===== src/rtl/shift_reg_pkg.sv =====
// Shared types for the parameterised shift register.
// Mode and burst-engine state encodings.
package shift_reg_pkg;

  localparam int MODE_W = 3;

  typedef enum logic [MODE_W-1:0] {
    M_HOLD = 3'b000,
    M_LOAD = 3'b001,
    M_SHL  = 3'b010,
    M_SHR  = 3'b011,
    M_ROL  = 3'b100,
    M_ROR  = 3'b101,
    M_CLR  = 3'b110,
    M_ASR  = 3'b111
  } mode_e;

  typedef enum logic [1:0] {
    S_IDLE  = 2'b00,
    S_SHIFT = 2'b01,
    S_DONE  = 2'b10
  } burst_state_e;

endpackage


===== src/rtl/param_shift_register_shift_unit.sv =====
// Combinational next-value and shifted-out bit for one operation.
// Shared by the manual path and the burst engine.
module shift_unit
  import shift_reg_pkg::*;
#(
  parameter int WIDTH = 8
) (
  input  mode_e             i_mode,
  input  logic [WIDTH-1:0]  i_q,
  input  logic [WIDTH-1:0]  i_d,
  input  logic              i_sin,
  output logic [WIDTH-1:0]  o_q,
  output logic              o_sout,
  output logic              o_sout_we
);

  always_comb begin
    o_q       = i_q;
    o_sout    = 1'b0;
    o_sout_we = 1'b0;
    unique case (i_mode)
      M_HOLD: o_q = i_q;
      M_LOAD: o_q = i_d;
      M_SHL: begin
        o_q       = {i_q[WIDTH-2:0], i_sin};
        o_sout    = i_q[WIDTH-1];
        o_sout_we = 1'b1;
      end
      M_SHR: begin
        o_q       = {i_sin, i_q[WIDTH-1:1]};
        o_sout    = i_q[0];
        o_sout_we = 1'b1;
      end
      M_ROL: begin
        o_q       = {i_q[WIDTH-2:0], i_q[WIDTH-1]};
        o_sout    = i_q[WIDTH-1];
        o_sout_we = 1'b1;
      end
      M_ROR: begin
        o_q       = {i_q[0], i_q[WIDTH-1:1]};
        o_sout    = i_q[0];
        o_sout_we = 1'b1;
      end
      M_CLR: o_q = '0;
      M_ASR: begin
        o_q       = {i_q[WIDTH-1], i_q[WIDTH-1:1]};
        o_sout    = i_q[0];
        o_sout_we = 1'b1;
      end
    endcase
  end

endmodule


===== src/rtl/param_shift_register.sv =====
// WIDTH-bit multi-mode register with an autonomous burst shifter.
// Burst start takes priority over manual operations.
module param_shift_register
  import shift_reg_pkg::*;
#(
  parameter int               WIDTH     = 8,
  parameter int               CNT_W     = 4,
  parameter logic [WIDTH-1:0] RESET_VAL = '0
) (
  input  logic              clk,
  input  logic              rst_n,
  input  logic              en,
  input  logic [MODE_W-1:0] mode,
  input  logic [WIDTH-1:0]  d,
  input  logic              sin,
  input  logic              start,
  input  logic [CNT_W-1:0]  burst_len,
  input  logic              burst_dir,
  output logic [WIDTH-1:0]  q,
  output logic              sout,
  output logic              busy,
  output logic              done,
  output logic              zero
);

  burst_state_e     r_state;
  burst_state_e     w_state_nxt;
  logic [WIDTH-1:0] r_q;
  logic             r_sout;
  logic             r_done;
  logic             r_dir;
  logic [CNT_W-1:0] r_cnt;

  logic             w_idle;
  logic             w_shift;
  logic             w_start_go;
  logic             w_start_nil;
  logic             w_man;
  logic             w_last;
  mode_e            w_mode;
  logic [WIDTH-1:0] w_q_nxt;
  logic             w_sout_nxt;
  logic             w_sout_we;

  assign w_idle      = (r_state == S_IDLE);
  assign w_shift     = (r_state == S_SHIFT);
  assign w_start_go  = w_idle & start & (burst_len != '0);
  assign w_start_nil = w_idle & start & (burst_len == '0);
  assign w_man       = w_idle & ~start & en;
  assign w_last      = w_shift & (r_cnt == CNT_W'(1));

  // Burst steals the shift unit with a direction-derived mode
  assign w_mode = w_shift ? (r_dir ? M_SHR : M_SHL)
                          : mode_e'(mode);

  shift_unit #(
    .WIDTH (WIDTH)
  ) u_shift (
    .i_mode    (w_mode),
    .i_q       (r_q),
    .i_d       (d),
    .i_sin     (sin),
    .o_q       (w_q_nxt),
    .o_sout    (w_sout_nxt),
    .o_sout_we (w_sout_we)
  );

  always_ff @(posedge clk or negedge rst_n) begin
    if (!rst_n) r_state <= S_IDLE;
    else        r_state <= w_state_nxt;
  end

  always_comb begin
    w_state_nxt = r_state;
    unique case (r_state)
      S_IDLE:  if (w_start_go) w_state_nxt = S_SHIFT;
      S_SHIFT: if (w_last)     w_state_nxt = S_DONE;
      S_DONE:  w_state_nxt = S_IDLE;
      default: w_state_nxt = S_IDLE;
    endcase
  end

  always_ff @(posedge clk or negedge rst_n) begin
    if (!rst_n) begin
      r_q    <= RESET_VAL;
      r_sout <= 1'b0;
      r_done <= 1'b0;
      r_dir  <= 1'b0;
      r_cnt  <= '0;
    end else begin
      r_done <= w_last | w_start_nil;
      if (w_start_go) begin
        r_cnt <= burst_len;
        r_dir <= burst_dir;
      end else if (w_shift) begin
        r_cnt <= r_cnt - CNT_W'(1);
      end
      if (w_man | w_shift) begin
        r_q <= w_q_nxt;
        if (w_sout_we) r_sout <= w_sout_nxt;
      end
    end
  end

  always_comb begin
    q    = r_q;
    sout = r_sout;
    busy = w_shift;
    done = r_done;
    zero = (r_q == '0);
  end

endmodule


===== config.mk =====
export PLATFORM = sky130hd
export DESIGN_NAME = param_shift_register
export DESIGN_NICKNAME = d
export VERILOG_FILES = /design/src/rtl/shift_reg_pkg.sv /design/src/rtl/param_shift_register_shift_unit.sv /design/src/rtl/param_shift_register.sv
export SDC_FILE = /design/constraint.sdc
export NUM_CORES = 1
export LEC_CHECK = 0
export ABC_CLOCK_PERIOD_IN_PS = 2780
export CAP_MARGIN = 10
export CORE_ASPECT_RATIO = 2
export CORE_MARGIN = 5
export CORE_UTILIZATION = 35
export CTS_CLUSTER_SIZE = 25
export DETAILED_ROUTE_END_ITERATION = 7
export PLACE_DENSITY = 0.59
export SYNTH_ARGS = -nofsm -noshare
export SYNTH_HDL_FRONTEND = slang
export SYNTH_HIERARCHICAL = 1
export SYNTH_SLANG_ARGS = --single-unit
export TNS_END_PERCENT = 100

===== constraint.sdc =====
create_clock -name clk -period 2.78 [get_ports clk]
set_input_delay 0.556 -clock clk [delete_from_list [all_inputs] [get_ports clk]]
set_output_delay 0.556 -clock clk [all_outputs]
set_load 0.01 [all_outputs]

# == Word level (Yosys, flattened, before mapping) ==
# Cells that the tools add are included.
# W data, S select, Z words.
# op_classes
addsub,1
n_eq_ne,11
n_mux,10
n_bitwise,11
n_reduce_logical,13
# op_table
operator,n
$pmux W8 S7,1
$eq A3 B3 Y1 const B,4
$logic_not A8 Y1,1
$mux W4,2
$and A1 B1 Y1,6
$eq A3 B2 Y1 const B,2
$reduce_and A2 Y1,3
$reduce_or A5 Y1,1
$eq A4 B1 Y1 const B,1
$logic_not A4 Y1,1
$mux W2,2
$ne A2 B1 Y1 const B,2
$pmux W2 S2,1
$reduce_bool A4 Y1,1
$sub A4 B1 Y4 const B,1
$eq A3 B1 Y1 const B,1
$logic_not A3 Y1,1
$mux W3,1
$not A1 Y1,3
$reduce_and A3 Y1,1
$reduce_or A3 Y1,1
$eq A2 B1 Y1 const B,1
$logic_not A2 Y1,1
$mux W1,2
4 further kinds,5
# word_totals
ff_bits,17
input_bits,21
out_inout_bits,12
elab_cells,53

# == Logic depth before layout (Yosys ltp) ==
# Gate-level depths: netlist (run 1).
# depth
depth_word,6
ltp_mapped,12
ltp_nobuf,9

# == By module ==
# The synthesis (run 1) kept the hierarchy.
# by_module_without_submodules
module,n_inst,cells_each,area_per_inst_um2,seq_area_each_um2
param_shift_register,1,68,848.3,425.4
shift_unit,1,67,439.2,0.0

# == Least setup slack after synthesis (run 1) ==
# Ideal clock, no wire load.
# synth_path
kind,reg2reg
start,reg r_state[1]
end,reg r_sout (netlist: sout)
setup_ps,125
t_arrival_ps,2033
required_ps,2655
path_slack_ps,622
path_stages_with_launch,13
path_buffers,3
period_less_slack_ps,2158
path_cell_list,dfrtp_1 nand2b_1 buf_4 inv_2 nand2_1 nand2_1 buf_2 buf_2 nor2_1 nor2_1 inv_1 a211oi_1 mux2_2
# synth_between
elab_chain_cells,6
elab_cells_between_ends,17
classes_between,6 x eq/ne; 3 x mux; 3 x bitwise; 5 x reduce/logical
# synth_rtl
element,line_no,rtl
from (decl),param_shift_register.sv:26,burst_state_e r_state;
from (signal assigned),param_shift_register.sv:70,else r_state <= w_state_nxt;
$eq A2 B1 Y1 (*),param_shift_register.sv:46,assign w_shift = (r_state == S_SHIFT);
named net busy,param_shift_register.sv:21,"output logic busy,"
$mux W3 (*),param_shift_register.sv:53,assign w_mode = w_shift ? (r_dir ? M_SHR : M_SHL)
named net w_mode[0],param_shift_register.sv:40,mode_e w_mode;
$eq A3 B2 Y1 or $eq A3 B3 Y1 (tied branches),param_shift_register_shift_unit.sv:21,unique case (i_mode)
$reduce_or A5 Y1 (no line) (*),--,
$mux W1 (*),param_shift_register_shift_unit.sv:21,
named net w_sout_we,param_shift_register.sv:43,logic w_sout_we;
$reduce_and A2 Y1 (no line) (*),--,
to (signal assigned),param_shift_register.sv:100,if (w_sout_we) r_sout <= w_sout_nxt;
to (decl),param_shift_register.sv:29,logic r_sout;
# The timed path passes the listed nets; every way through them passes the cells marked *.
# A chain may end at the register's enable or synchronous reset.

# == Final worst setup path (run 1) ==
# layout_path
start,reg r_state[1]
end,reg r_q[7] (netlist: q[7])
# layout_between
elab_cells_between_ends,18
classes_between,8 x eq/ne; 2 x mux; 5 x bitwise; 3 x reduce/logical
# layout_rtl
element,line_no,rtl
$eq A2 B1 Y1 (*),param_shift_register.sv:46,
$mux W3 (*),param_shift_register.sv:53,
named net w_mode[1],param_shift_register.sv:40,
$eq A3 B3 Y1 (tied with other cells),param_shift_register_shift_unit.sv:21,
$pmux W8 S7 (*),param_shift_register_shift_unit.sv:21,
named net w_q_nxt[7],param_shift_register.sv:41,logic [WIDTH-1:0] w_q_nxt;
to (signal assigned),param_shift_register.sv:99,r_q <= w_q_nxt;
to (decl),param_shift_register.sv:28,logic [WIDTH-1:0] r_q;
# Marked as above.

==> flow_metrics.env, run 1 <==
export IMPL_status="complete, no violations"
export IMPL_initial_core_util=0.3569
export IMPL_drv_cap=0
export IMPL_ys_ff_latch=17
export IMPL_crit_path_max_incr_delay_ps=490
export IMPL_period_share=0.8903
export IMPL_netlist_area_leader_share=0.3304
export IMPL_core_mm2=0.003607
export IMPL_critPathSlowestCell="dfrtp_1"
export IMPL_synth_flop_cell="dfrtp_1"
export IMPL_areaGrowthSynthToFinish_pct=31.58
export IMPL_critPathLaunchType="register"
export IMPL_ant_nets=0
export IMPL_wl_per_cell_um=14.92
export IMPL_setup_viol=0
export IMPL_dp_hpwl_mm=2.547
export IMPL_syn_num_nets=158
export IMPL_drive_gt1_frac=0.1834
export IMPL_gr_total_overflow=0
export IMPL_arrival_ps=2610
export IMPL_grt_pass1_vias=1192
export IMPL_fin_util=0.4697
export IMPL_p_seq_frac=0.278
export IMPL_min_delay_path_class="register to register"
export IMPL_worstPathRequired_ps=2910
export IMPL_pwr_share_comb=0.623
export IMPL_grt_use_total=0.1394
export IMPL_drt_initial_drc_count=22
export IMPL_cts_setup_buffers=0
export IMPL_synth_largest_area_cell="dfrtp_1"
export IMPL_slew_viol_final=0
export IMPL_end_kind="register"
export IMPL_die_h_um=95.77
export IMPL_hold_slack_ps=512.3
export IMPL_die_w_um=52.89
export IMPL_tightest_slew_ps=782.0
export IMPL_power_density_mw_per_mm2=1125
export IMPL_cts_sinks=17
export IMPL_final_nets=193
export IMPL_post_place_cells=214
export IMPL_dieArea_mm2=0.005065
export IMPL_synth_cell_types=46
export IMPL_final_cell_mix="clkdlybuf4s50_1 (32), nand2_1 (20), dfrtp_1 (17)"
export IMPL_grt_start_max_net_pins=18
export IMPL_design_area_mm2=0.001694
export IMPL_clk_pin_slew_ps=70
export IMPL_cts_hold_buf=0
export IMPL_io_pins=33
export IMPL_viasPerCell=5.284
export IMPL_switching_share=0.4176
export IMPL_synth_edf_count=0
export IMPL_async_flop_share=1.000
export IMPL_syn_inst=135
export IMPL_slew_headroom=0.4770
export IMPL_vdd_drop_max_mv=0.4903
export IMPL_seq_area_frac_synth=0.3304
export IMPL_power_leakage_nw=0.7240
export IMPL_syn_area_mm2=0.001287
export IMPL_routed_wl_mm=3.252
export IMPL_path_max_fanout=14
export IMPL_cts_tree="yes"
export IMPL_rsz0062_at_grt="no"
export IMPL_p_int_mw=1.110
export IMPL_drcViolationCount=0
export IMPL_crit_buf_inv=1
export IMPL_vias=1152
export IMPL_ctsLongestPathBuffers=2
export IMPL_cpMostUsedCell="nand2b_1"
export IMPL_htree_levels=1
export IMPL_place_area_mm2=0.001648
export IMPL_root_buffer="clkbuf_8"
export IMPL_yosys_top_cells_area="dfrtp_1 (33%), mux2_2 (8.7%), nand2_1 (5.8%), mux2i_1 (4.7%), a32oi_1 (4.1%)"
export IMPL_antenna_cells=0
export IMPL_tns_ps=0
export IMPL_clkPwrFrac=0.098
export IMPL_grt_antenna_before_repair=0
export IMPL_skew_ps=2.942
export IMPL_grt_pass1_wl_mm=5.340
export IMPL_min_period_ps=2475
export IMPL_hold_viol=0
export IMPL_max_freq_mhz=404.0
export IMPL_cts_made_buffers=3
export IMPL_clock_latency_ps=250
export IMPL_ctsResizeCount=0
export IMPL_syn_area_per_cell_um2=9.537
export IMPL_final_cells=218
export IMPL_cp_cell_sequence="nand2b_1 > nand2b_1 > buf_4 > nand3_1 > o21ai_0 > a221o_1 > mux2_2"
export IMPL_crit_type="register to register"
export IMPL_portBuffers=32
export IMPL_gp_routability_congestion=0.7690
export IMPL_path_delay_family="simple AND/OR/NAND/NOR gates"
export IMPL_yosys_warnings=6
export IMPL_mostFrequentLayoutCell="clkdlybuf4s50_1"
export IMPL_num_rows=31
export IMPL_switchingPower_mw=0.7962
export IMPL_firstDrtPassIters=4
-- Yosys cell counts (2+ instances only) --
| cell type | n |
|---|---|
| a21o_1 | 3 |
| a21oi_1 | 4 |
| a31oi_1 | 6 |
| a32oi_1 | 6 |
| buf_2 | 4 |
| buf_4 | 2 |
| dfrtp_1 | 17 |
| ha_1 | 2 |
| inv_1 | 5 |
| mux2_2 | 10 |
| mux2i_1 | 6 |
| nand2_1 | 20 |
| nand2b_1 | 5 |
| nand3b_1 | 3 |
| nor2_1 | 3 |
| nor2b_1 | 2 |
| nor3_1 | 3 |
| o21ai_0 | 3 |
| or2_0 | 3 |
| or4_1 | 2 |
-- final cells by class --
| cell class | count | area, µm² |
|---|---|---|
| multi-input cells | 104 | 773.2 |
| inverters | 6 | 22.52 |
| clock inverters | 1 | 5.005 |
| repair buffers | 38 | 365.4 |
| flip-flops and latches | 17 | 425.4 |
| fillers | 381 | 1913 |
| well taps | 49 | 61.31 |
| clock buffers | 3 | 41.29 |
-- cell families after synthesis --
kind of cell / synth area share
and+or+nand+nor: 0.2468
AOI/OAI and AO/OA: 0.1817
muxes: 0.1458
xor gates and xnor gates: 0.006804
DFF: 0.3304
buffers and inverters: 0.06899
adders and majority gates: 0.01943
-- metrics by stage --
stage	power, mW	setup slack (ps)
finish	1.906	305.0
detailed placement	1.728	189.4
global placement	1.708	278.7
global route	2.071	182.4
CTS	1.923	304.8
floorplan	1.351	622.3
-- power groups by stage --
stage	Clock [mW]	Sequential, mW	Combinational, mW
floorplan	0	0.529	0.822
global placement	0	0.532	1.18
detailed placement	0	0.535	1.19
CTS	0.195	0.530	1.20
global route	0.210	0.553	1.31
finish	0.188	0.531	1.19
-- registers in the layout, summed over array words and instances (netlist names) --
register / cells
done: 1
q: 8
r_cnt: 4
r_dir: 1
r_state: 2
sout: 1
-- layer usage --
| layer | share of wire | GRT usage |
|---|---|---|
| met1 | 0.40 | 0.1553 |
| met3 | 0.045 | 0.01705 |
| met4 | 0.016 | 0.06183 |
| met5 | 0 | 0 |
| met2 | 0.54 | 0.2541 |
-- worst register-to-register path, stage by stage (launching register included) --
cell and delay, ps:
dfrtp_1 490, nand2b_1 370, nand2b_1 410, buf_4 300, nand3_1 70, o21ai_0 110
a221o_1 330, mux2_2 280
-- path summary, 6_finish.rpt --
kind	slack, ps	depth (start not counted)	from	to
max in group asynchronous	1530	1	rst_n	q[4]$_DFFE_PN0P_
hold / removal	510	1	r_dir$_DFFE_PN0P_	r_dir$_DFFE_PN0P_
setup / recovery	310	7	r_state[1]$_DFFE_PN0P_	q[7]$_DFFE_PN0P_
hold reg to reg	510	1	r_dir$_DFFE_PN0P_	r_dir$_DFFE_PN0P_
setup reg to reg	310	7	r_state[1]$_DFFE_PN0P_	q[7]$_DFFE_PN0P_
min in group asynchronous	760	1	rst_n	done$_DFF_PN0_
Note: power is estimated with default switching activity, not from simulation.
==> run 2, diff against run 1 <==
--- a/config.mk
+++ b/config.mk
@@ -12,7 +12,7 @@
 export CORE_UTILIZATION = 35
 export CTS_CLUSTER_SIZE = 25
 export DETAILED_ROUTE_END_ITERATION = 7
-export PLACE_DENSITY = 0.59
+export PLACE_DENSITY = 0.63
 export SYNTH_ARGS = -nofsm -noshare
 export SYNTH_HDL_FRONTEND = slang
 export SYNTH_HIERARCHICAL = 1
==> flow_metrics.env, run 2 (synthesis results as in run 1) <==
export IMPL_startpoint="q[5]$_DFFE_PN0P_"
export IMPL_viasPerCell=5.488
export IMPL_end_kind="primary output"
export IMPL_arrival_ps=1890
export IMPL_htree_levels=1
export IMPL_cts_sinks=17
export IMPL_skew_ps=3.184
export IMPL_cts_setup_buffers=0
export IMPL_timing_final_ws_setup_ps=331.1
export IMPL_path_max_fanout=7
export IMPL_final_fill_count=367
export IMPL_drcViolationCount=0
export IMPL_cts_tree="yes"
export IMPL_portBuffers=32
export IMPL_gr_total_overflow=0
export IMPL_clock_latency_ps=250
export IMPL_final_nets=192
export IMPL_ant_nets=0
export IMPL_root_buffer="clkbuf_8"
export IMPL_regArea_um2=425.4
export IMPL_r2r_cells=9
export IMPL_antenna_cells=0
export IMPL_final_cell_mix="clkdlybuf4s50_1 (32), nand2_1 (20), dfrtp_1 (17)"
export IMPL_largest_reg_flops=8
export IMPL_crit_type="register to primary output"
export IMPL_tightest_slew_ps=809.3
export IMPL_grt_use_total=0.1483
export IMPL_power_density_mw_per_mm2=1136
export IMPL_core_mm2=0.003607
export IMPL_drt_initial_drc_count=31
export IMPL_setup_viol=0
export IMPL_min_delay_path_class="register to register"
export IMPL_p_int_mw=1.108
export IMPL_grt_start_max_net_pins=19
export IMPL_dp_hpwl_mm=2.662
export IMPL_tns_ps=0
export IMPL_num_rows=31
export IMPL_max_freq_mhz=408.4
export IMPL_firstDrtPassIters=4
export IMPL_clk_pin_slew_ps=70
export IMPL_drive_gt1_frac=0.1786
export IMPL_drv_cap=0
export IMPL_initial_core_util=0.3569
export IMPL_wl_per_cell_um=15.63
export IMPL_routed_wl_mm=3.391
export IMPL_io_pins=33
export IMPL_min_period_ps=2449
export IMPL_period_share=0.8809
export IMPL_critPathLaunchType="register"
export IMPL_grt_pass1_vias=1292
export IMPL_rr_startpoint="r_state[1]$_DFFE_PN0P_"
export IMPL_hold_viol=0
export IMPL_ctsResizeCount=0
export IMPL_status="complete, no violations"
export IMPL_cts_hold_buf=0
export IMPL_rsz0062_at_grt="no"
export IMPL_mostFrequentLayoutCell="clkdlybuf4s50_1"
export IMPL_grt_pass1_wl_mm=5.554
export IMPL_min_from="r_dir$_DFFE_PN0P_"
export IMPL_finalPower_mw=1.916
export IMPL_whs_path_depth=1
export IMPL_vdd_drop_max_mv=0.6093
export IMPL_areaGrowthSynthToFinish_pct=31.00
export IMPL_dp_slack_ps=242.8
export IMPL_slew_headroom=0.4588
export IMPL_cts_made_buffers=3
export IMPL_slew_viol_final=0
export IMPL_dieArea_mm2=0.005065
export IMPL_grt_antenna_before_repair=0
export IMPL_pwr_share_comb=0.619
export IMPL_p_seq_frac=0.283
export IMPL_gp_routability_congestion=0.8621
export IMPL_die_h_um=95.77
export IMPL_vias=1191
export IMPL_die_w_um=52.89
export IMPL_multi_input_area_um2=773.2
export IMPL_ctsLongestPathBuffers=2
export IMPL_switchingPower_mw=0.8082
export IMPL_switching_share=0.4217
export IMPL_power_leakage_nw=0.7189
export IMPL_worstPathRequired_ps=2220
export IMPL_clkPwrFrac=0.098
==> run 2: worst max-delay path, cell delays in order, from the launching register on <==
cell and delay (ps):
dfrtp_1 440, or4_1 550, nor2_1 110, clkdlybuf4s50_1 530
==> run 2: per-layer routing <==
metal | GRT usage | vias to the layer above | wire (µm)
li1 | - | 557 | -
met1 | 0.1391 | 572 | 1193
met2 | 0.2739 | 50 | 1830
met3 | 0.03566 | 12 | 240
met4 | 0.09168 | 0 | 126
met5 | 0 | - | 0
==> run 2: final timing paths <==
kind | endpoint | slack (ps)
max | zero | 330
min | r_dir$_DFFE_PN0P_ | 520
max reg2reg | q[7]$_DFFE_PN0P_ | 570
min reg2reg | r_dir$_DFFE_PN0P_ | 520
max in group asynchronous | r_cnt[0]$_DFFE_PN0P_ | 1510
min in group asynchronous | q[4]$_DFFE_PN0P_ | 770
==> run 2: per-stage QoR <==
step / hold slack [ps] / cell area [µm²] / instances / utilization
2_1_floorplan: 260.4 / 1287 / 135 / -
3_3_place_gp: 508.4 / 1640 / 213 / 0.4547
3_5_place_dp: 507.1 / 1640 / 213 / 0.4547
4_1_cts: 523.4 / 1687 / 217 / 0.4676
5_1_grt: 537.6 / 1687 / 217 / 0.4676
6_report: 517.2 / 1687 / 217 / 0.4676
==> run 2: layout make-up <==
| cell class | instances | area share |
|---|---|---|
| inverters | 6 | 0.01335 |
| flip-flops and latches | 17 | 0.2522 |
| well taps | 49 | 0.03635 |
| clock inverters | 1 | 0.002967 |
| multi-input cells | 104 | 0.4585 |
| clock buffers | 3 | 0.02448 |
| repair buffers | 37 | 0.2122 |
==> run 2: power by group through the flow <==
| stage | Clock, mW | Sequential [mW] | Combinational (mW) |
|---|---|---|---|
| detailed placement | 0 | 0.546 | 1.19 |
| finish | 0.187 | 0.543 | 1.19 |
| CTS | 0.197 | 0.542 | 1.19 |
| global route | 0.202 | 0.558 | 1.30 |
| global placement | 0 | 0.540 | 1.15 |
| floorplan | 0 | 0.529 | 0.822 |
==> run 3, diff against run 2 <==
--- a/config.mk
+++ b/config.mk
@@ -12,9 +12,8 @@
 export CORE_UTILIZATION = 35
 export CTS_CLUSTER_SIZE = 25
 export DETAILED_ROUTE_END_ITERATION = 7
-export PLACE_DENSITY = 0.63
+export PLACE_DENSITY = 0.65
 export SYNTH_ARGS = -nofsm -noshare
 export SYNTH_HDL_FRONTEND = slang
-export SYNTH_HIERARCHICAL = 1
 export SYNTH_SLANG_ARGS = --single-unit
 export TNS_END_PERCENT = 100
==> flow_metrics.env, run 3 <==
export IMPL_synth_mux_area_frac=0
export IMPL_synth_compound_area_frac=0.3002
export IMPL_wl_per_cell_um=17.61
export IMPL_synth_fa_ha_area_frac=0.02208
export IMPL_tightest_slew_ps=818.1
export IMPL_rsz0062_at_grt="no"
export IMPL_areaGrowthSynthToFinish_pct=33.77
export IMPL_dp_slack_ps=338.2
export IMPL_gr_total_overflow=0
export IMPL_clk_pin_slew_ps=70
export IMPL_synth_largest_area_cell="dfrtp_1"
export IMPL_cts_made_buffers=3
export IMPL_grt_pass1_vias=1219
export IMPL_setup_viol=0
export IMPL_path_max_fanout=5
export IMPL_core_mm2=0.003157
export IMPL_pwr_share_comb=0.578
export IMPL_grt_antenna_before_repair=0
export IMPL_antenna_cells=0
export IMPL_min_from="sout$_DFFE_PN0P_"
export IMPL_power_density_mw_per_mm2=1102
export IMPL_viasPerCell=5.921
export IMPL_clkPwrFrac=0.115
export IMPL_p_int_mw=0.9401
export IMPL_holdPathEnd="sout$_DFFE_PN0P_"
export IMPL_num_rows=29
export IMPL_timing_final_ws_setup_ps=371.4
export IMPL_max_freq_mhz=415.2
export IMPL_min_period_ps=2409
export IMPL_seq_area_frac_synth=0.3753
export IMPL_power_leakage_nw=0.6201
export IMPL_final_cell_mix="clkdlybuf4s50_1 (32), dfrtp_1 (17), nand2_1 (13)"
export IMPL_root_buffer="clkbuf_8"
export IMPL_slew_viol_final=0
export IMPL_reg2reg_slack_ps=870
export IMPL_p_seq_frac=0.307
export IMPL_yosysMostFrequentCell="dfrtp_1"
export IMPL_die_w_um=50.24
export IMPL_status="complete, no violations"
export IMPL_synth_flop_cell="dfrtp_1"
export IMPL_final_nets=183
export IMPL_routed_wl_mm=3.345
export IMPL_switching_share=0.4373
export IMPL_reg2reg_to="q[5]$_DFFE_PN0P_"
export IMPL_vdd_drop_max_mv=0.5083
export IMPL_syn_area_per_cell_um2=8.926
export IMPL_syn_num_nets=150
export IMPL_ys_ff_latch=17
export IMPL_slew_headroom=0.4529
export IMPL_cts_hold_buf=0
export IMPL_mostFrequentLayoutCell="clkdlybuf4s50_1"
export IMPL_tns_ps=0
export IMPL_drt_met1_wl_mm=1.201
export IMPL_end_kind="primary output"
export IMPL_vias=1125
export IMPL_final_fill_count=325
export IMPL_wl_met2_mm=1.879
export IMPL_min_delay_path_class="register to register"
export IMPL_ant_nets=0
export IMPL_cts_tree="yes"
export IMPL_whs_path_depth=2
export IMPL_synthSimpleGateAreaFrac=0.1998
export IMPL_ctsResizeCount=0
export IMPL_synth_cell_types=44
export IMPL_async_flop_share=1.000
export IMPL_grt_pass1_wl_mm=5.402
export IMPL_yosys_warnings=0
export IMPL_firstDrtPassIters=4
export IMPL_grt_start_max_net_pins=18
export IMPL_arrival_ps=1850
export IMPL_portBuffers=32
export IMPL_initial_core_util=0.3591
export IMPL_hold_viol=0
export IMPL_drive_gt1_frac=0.06918
export IMPL_htree_levels=1
export IMPL_die_h_um=90.48
export IMPL_netlist_area_leader_share=0.3753
export IMPL_dieArea_mm2=0.004546
export IMPL_wl_met3_um=184
export IMPL_gp_routability_congestion=0.8066
export IMPL_drv_cap=0
export IMPL_r2r_cells=5
export IMPL_switchingPower_mw=0.7305
export IMPL_drt_initial_drc_count=29
export IMPL_synth_top_cells_by_count="dfrtp_1 (17), nand2_1 (13), inv_1 (12)"
export IMPL_worstPathRequired_ps=2220
export IMPL_rr_startpoint="r_state[1]$_DFFE_PN0P_"
export IMPL_grt_use_total=0.1491
export IMPL_yosys_area_share_xor_xnor=0.02318
export IMPL_critPathLaunchType="register"
export IMPL_cts_setup_buffers=0
export IMPL_crit_type="register to primary output"
export IMPL_ctsLongestPathBuffers=2
export IMPL_io_pins=33
export IMPL_syn_area_mm2=0.001134
export IMPL_synth_top_family_by_area="compound AO/OA/AOI/OAI gates"
export IMPL_largest_reg_flops=8
export IMPL_dp_hpwl_mm=2.586
export IMPL_yosys_top_cells_area="dfrtp_1 (38%), a22oi_1 (5.3%), nand2_1 (4.3%), inv_1 (4.0%), a221oi_1 (3.9%)"
export IMPL_cts_sinks=17
export IMPL_synth_edf_count=0
export IMPL_topRoutingLayerUsed="met4"
export IMPL_clock_latency_ps=260
export IMPL_syn_inst=127
export IMPL_period_share=0.8664
export IMPL_drcViolationCount=0
export IMPL_skew_ps=2.835
-- run 3: cell count changes in the layout (fill, tap and decap cells not counted), moves of 5 or more --
| cell | previous run | this run |
|---|---|---|
| a32oi_1 | 6 | 0 |
| a221oi_1 | 0 | 5 |
| nand2_1 | 20 | 13 |
| a31oi_1 | 6 | 0 |
| a22oi_1 | 0 | 8 |
| mux2i_1 | 6 | 0 |
| inv_1 | 5 | 12 |
| mux2_2 | 10 | 0 |
-- run 3: worst max-delay path, cell delays in order, from the launching register on --
cell and delay [ps]:
dfrtp_1 430, or4_1 530, nor2_1 90, clkdlybuf4s50_1 540
-- run 3: power by group through the flow --
stage | Sequential [mW] | Clock, mW | Combinational, mW
after global routing | 0.531 | 0.209 | 1.06
after global placement | 0.512 | 0 | 0.945
after floorplan | 0.507 | 0 | 0.616
after detailed placement | 0.517 | 0 | 0.964
final | 0.513 | 0.192 | 0.965
after CTS | 0.512 | 0.197 | 0.969
-- run 3: worst max-delay path by stage --
| stage | startpoint | cells after the start | to | slack [ps] |
|---|---|---|---|---|
| after floorplan | q[5]$_DFFE_PN0P_ | 2 | zero | 1110 |
| after global placement | mode[0] | 5 | q[5]$_DFFE_PN0P_ | 440 |
| after detailed placement | mode[0] | 5 | q[5]$_DFFE_PN0P_ | 340 |
| after CTS | q[5]$_DFFE_PN0P_ | 3 | zero | 360 |
| after global routing | q[5]$_DFFE_PN0P_ | 3 | zero | 300 |
| final | q[5]$_DFFE_PN0P_ | 3 | zero | 370 |
-- run 3: final cells by class --
cell class,instances,area [µm²],area share
multi-input combinational,91,618.1,0.4076
clock buffer,4,45.04,0.02970
inverter,13,53.80,0.03548
timing repair buffer,34,335.3,0.2211
tap,31,38.79,0.02558
sequential,17,425.4,0.2805
-- run 3: through the flow --
step	power [mW]	hold WS, ps	area [µm²]	instances	utilization
6_report	1.671	544.6	1516	190	0.4804
3_5_place_dp	1.481	539.8	1471	186	0.4661
2_1_floorplan	1.123	260.4	1134	127	-
5_1_grt	1.795	586.7	1516	190	0.4804
3_3_place_gp	1.456	530.8	1471	186	0.4661
4_1_cts	1.678	546.9	1516	190	0.4804
-- run 3: per-layer routing --
metal | vias to the layer above | global-route usage
met5 | - | 0
met4 | 0 | 0.08096
met3 | 8 | 0.02645
met2 | 41 | 0.2763
met1 | 542 | 0.1449
li1 | 534 | -
-- run 3: cells by family (layout without fill, tap and decap cells) --
group                    Yosys count  in the layout
AO/OA/AOI/OAI                     43             43
XOR/XNOR                           3              3
adder cells (fa/ha/maj)            2              2
buffers and inverters             19             51
flip-flops                        17             17
AND/OR/NAND/NOR                   43             43
